**config.mk**
```make
export PLATFORM = sky130hd
export DESIGN_NAME = pipe_stage_reg
export DESIGN_NICKNAME = d
export VERILOG_FILES = /design/src/rtl/pipe_stage_reg.sv
export SDC_FILE = /design/constraint.sdc
export NUM_CORES = 1
export LEC_CHECK = 0
export CORE_MARGIN = 2
export CORE_UTILIZATION = 34
export DETAILED_ROUTE_END_ITERATION = 8
export GPL_TIMING_DRIVEN = 0
export MAX_ROUTING_LAYER = met4
export PLACE_DENSITY_LB_ADDON = 0.15
export SKIP_CTS_REPAIR_TIMING = 1
export SLEW_MARGIN = 20
export SYNTH_ARGS = -nofsm -noshare
export SYNTH_HDL_FRONTEND = slang
export SYNTH_SLANG_ARGS = --single-unit
export TNS_END_PERCENT = 50
```
**constraint.sdc**
```tcl
create_clock -name clk -period 1.9 [get_ports clk]
set_clock_uncertainty 0.2 [all_clocks]
set_input_delay 0.38 -clock clk [delete_from_list [all_inputs] [get_ports clk]]
set_output_delay 0.38 -clock clk [all_outputs]
set_load 0.1 [all_outputs]
```
**src/rtl/pipe_stage_reg.sv**
```systemverilog
// Two-entry skid-buffer pipeline register with registered in_ready, flush and
// a saturating stall counter. Occupancy is the FSM state itself.
module pipe_stage_reg #(
  parameter int WIDTH = 16,
  parameter int CNT_W = 16
) (
  input  logic             clk,
  input  logic             reset_n,
  input  logic             in_valid,
  output logic             in_ready,
  input  logic [WIDTH-1:0] in_data,
  output logic             out_valid,
  input  logic             out_ready,
  output logic [WIDTH-1:0] out_data,
  input  logic             flush,
  output logic [1:0]       occupancy,
  output logic [CNT_W-1:0] stall_cycles,
  input  logic             clear_stats
);

  typedef enum logic [1:0] {EMPTY = 2'd0, ONE = 2'd1, FULL = 2'd2} state_t;

  state_t           st, st_nxt;
  logic [WIDTH-1:0] skid_data;
  logic             xfer_in, xfer_out;
  logic             load_main, load_skid, main_from_skid;

  // Encoding makes the handshake outputs plain decodes of the state flops.
  assign in_ready  = (st != FULL);
  assign out_valid = (st != EMPTY);
  assign occupancy = st;

  assign xfer_in  = in_valid & in_ready;
  assign xfer_out = out_valid & out_ready;

  always_comb begin
    st_nxt         = st;
    load_main      = 1'b0;
    load_skid      = 1'b0;
    main_from_skid = 1'b0;
    case (st)
      EMPTY: if (xfer_in) begin
        st_nxt    = ONE;
        load_main = 1'b1;
      end
      ONE: case ({xfer_in, xfer_out})
        2'b11:   load_main = 1'b1;
        2'b10: begin
          st_nxt    = FULL;
          load_skid = 1'b1;
        end
        2'b01:   st_nxt = EMPTY;
        default: ;
      endcase
      FULL: if (xfer_out) begin
        st_nxt         = ONE;
        main_from_skid = 1'b1;
      end
      default: st_nxt = EMPTY;
    endcase
    // Data loads on a flush edge are harmless: both valids drop.
    if (flush) st_nxt = EMPTY;
  end

  always_ff @(posedge clk or negedge reset_n) begin
    if (!reset_n) begin
      st        <= EMPTY;
      out_data  <= '0;
      skid_data <= '0;
    end else begin
      st <= st_nxt;
      if (load_main)           out_data <= in_data;
      else if (main_from_skid) out_data <= skid_data;
      if (load_skid)           skid_data <= in_data;
    end
  end

  always_ff @(posedge clk or negedge reset_n) begin
    if (!reset_n)
      stall_cycles <= '0;
    else if (clear_stats)
      stall_cycles <= '0;
    else if (out_valid && !out_ready && !(&stall_cycles))
      stall_cycles <= stall_cycles + CNT_W'(1);
  end

endmodule
```
==> flow_metrics.py <==
metrics = {
    "clock_tree": {
        "clkSlewWorstSetupHoldPaths_ns": 0.09,
        "cts_tree": "built",
        "h-tree-depth": 2,
        "clkLatencyLatePin_ns": 0.31,
        "cts_max_path_buffers": 2,
        "numClockSinks": 50,
        "cts-root-buf": "clkbuf_8",
        "cts_buffers": 5,
    },
    "critical_path": {
        "worst-setup-path-type": "reg -> reg",
        "crit_path_max_fanout": 5,
        "cp_slowest_cell": "dfrtp_4",
        "arrival_ns": 2.09,
        "crit_path_cell_trace": "ha_4 -> nand4_1 -> o41ai_4 -> buf_4 -> or4_1 -> a21oi_1",
        "end_kind": "flip-flop",
        "critPathRequiredTime_ns": 1.93,
        "worstSetupStartpointType": "flip-flop",
        "regToRegSetupSlack_ns": -0.15,
        "path_buf_inv": 1,
        "cp_slowest_stage_delay_ns": 0.52,
        "crit_family": "simple AND/OR/NAND/NOR gates",
    },
    "final_layout": {
        "final_cell_area_mm2": 0.00315,
        "n_antenna_cell": 0,
        "syn_to_final_growth_pct": 35.8,
        "drive_gt1_frac": 0.388,
        "fin_util": 0.472,
        "nets": 308,
    },
    "pwr": {
        "vdd_ir_drop_max_v": 0.000352,
        "power_density_mw_per_mm2": 879,
        "leakage_nw": 1.42,
    },
    "job": {
        "drv_cap": 0,
    },
    "floorplanning": {
        "fp-row-count": 30,
        "die_h_um": 86.6,
        "die_w_um": 86.6,
        "pin_count": 58,
        "start_util": 0.347,
        "core_region_area_mm2": 0.00668,
        "die-area_mm2": 0.00750,
    },
    "routing": {
        "drtIter0Drc": 73,
        "ant_nets": 0,
        "vias": 1881,
        "drc": 0,
        "routedWlPerCell_um": 14.9,
        "drt_wl_total_um": 5470,
        "viasPerCell": 5.14,
        "drt_pass1_iterations": 5,
    },
    "logic_synthesis": {
        "syn_inst": 213,
        "synth_fp_nets": 236,
        "synth_cell_type_count": 30,
        "async_flop_share": 1.00,
        "synthesis.area_mm2": 0.00232,
        "synthFlopType": "dfrtp_1",
        "ys_warn_count": 0,
        "synth_top_cells_by_area": "dfrtp_1, mux2_2, mux2i_1, o21ai_0, nand2_1",
        "yosys_register_bits": 50,
        "netlist.top_cell.by_area": "dfrtp_1",
        "synth_common_cells": "dfrtp_1, o21ai_0, nand2_1, mux2i_1, mux2_2",
        "synth_top_area_share": 0.539,
        "yosysSeqAreaShare": 0.539,
        "synth_edf_count": 0,
        "syn_area_per_cell_um2": 10.9,
        "synth_most_common_cell": "dfrtp_1",
    },
    "global_routing": {
        "grt_pass1_vias": 1764,
        "grt_use_total": 0.156,
        "grt-ovfl-total": 0,
        "grt_max_degree": 51,
        "grt_pass1_wl_um": 8850,
        "antenna_found_initial": 0,
    },
    "sta": {
        "finalSetupViolations": 15,
        "worst_pin_slew_ns": 0.663,
        "rsz0062_at_grt": "yes",
        "slew_headroom": 0.558,
        "fmax_ghz": 0.487,
        "hold_viol": 0,
        "finalCritPeriodShare": 1.08,
        "maxSlewViolCount": 0,
        "setup_tns_ns": -1.27,
        "fin_crit_ns": 2.05,
        "setup_ws_ns": -0.153,
    },
    "status": {
        "status": "finished, violations left",
        "violations": "setup timing",
    },
    "placed_design": {
        "placed_cell_area_mm2": 0.00307,
        "port_buffers": 56,
        "dp_hpwl_um": 3640,
        "finalWeightedCongestion": 0.735,
    },
    "hold_path": {
        "hold_class": "in -> reg",
    },
}
per-layer routing:
metal / vias to the layer above / global-route usage / part of all wire / wire [um]
met5: - / - / 0 / 0
met4: 0 / 0.0511 / 0.014 / 78
met3: 8 / 0.0390 / 0.040 / 219
met2: 38 / 0.229 / 0.46 / 2520
met1: 911 / 0.212 / 0.48 / 2650
li1: 924 / - / - / -
state kept, by name, indices dropped and copies added (netlist names):
name / flops
out_data: 16
stall_cycles: 16
skid_data: 16
occupancy: 2
worst reg2reg max path: stages, from the launching register on:
cell and delay, ns:
dfrtp_4 0.52, ha_4 0.18, nand4_1 0.17, o41ai_4 0.14, buf_4 0.17, or4_1 0.46
a21oi_1 0.14
placed cells by master, fill, tap and decap left out, types with 3 or more instances in the layout:
cell type	n
clkbuf_2	34
dfrtp_1	32
o21ai_0	24
nand2_1	22
mux2i_1	18
mux2_2	17
clkdlybuf4s50_1	17
a21oi_1	14
dfrtp_4	14
buf_4	10
or3_1	8
nand4_1	6
nand3_1	6
clkbuf_8	6
nor2_1	4
dfrtp_2	4
nor2b_4	3
o31ai_1	3
or4_1	3
nor3_1	3
cell families after synthesis:
logic type,share of synthesized area
and+or+nand+nor,0.149
AOI/OAI and AO/OA,0.123
buffers and inverters,0.0194
muxes,0.160
DFF,0.539
xor gates and xnor gates,0.00377
adders and majority gates,0.00539
worst paths after layout:
check                                                  from                     endpoint  depth (start not counted)
worst max register to register  stall_cycles[0]$_DFFE_PN0P_  stall_cycles[7]$_DFFE_PN0P_                          6
max in group asynchronous                           reset_n  stall_cycles[6]$_DFFE_PN0P_                          2
worst min register to register     skid_data[9]$_DFFE_PN0P_     skid_data[9]$_DFFE_PN0P_                          1
worst min-delay path                            clear_stats  stall_cycles[9]$_DFFE_PN0P_                          2
worst max-delay path            stall_cycles[0]$_DFFE_PN0P_  stall_cycles[7]$_DFFE_PN0P_                          6
min in group asynchronous                           reset_n  stall_cycles[1]$_DFFE_PN0P_                          2
per-stage QoR:
stage	std cells	setup WS [ns]	total power [W]	hold slack, ns
floorplan	213	-0.251	0.00190	-0.116
global placement	349	-1.70	0.00213	0.289
detailed placement	349	-0.638	0.00214	0.261
CTS	357	-0.879	0.00283	-0.0823
global route	366	-0.211	0.00292	0.259
finish	366	-0.153	0.00277	0.232
layout make-up:
| class | count | area [um2] |
|---|---|---|
| buffer | 9 | 63.8 |
| clock buffer | 6 | 82.6 |
| clock inverter | 2 | 17.5 |
| fill | 653 | 3530 |
| inverter | 2 | 7.51 |
| multi-input combinational | 152 | 1100 |
| sequential | 50 | 1310 |
| tap | 80 | 100 |
| timing repair buffer | 65 | 477 |
report_power, final:
part	switching [W]	leakage (nW)	internal, W
combinational	0.000568	0.766	0.000227
sequential	0.0000801	0.603	0.00121
clock	0.000384	0.0514	0.000301
total	0.00103	1.42	0.00174
No activity file was read; power rests on OpenSTA's default activity.
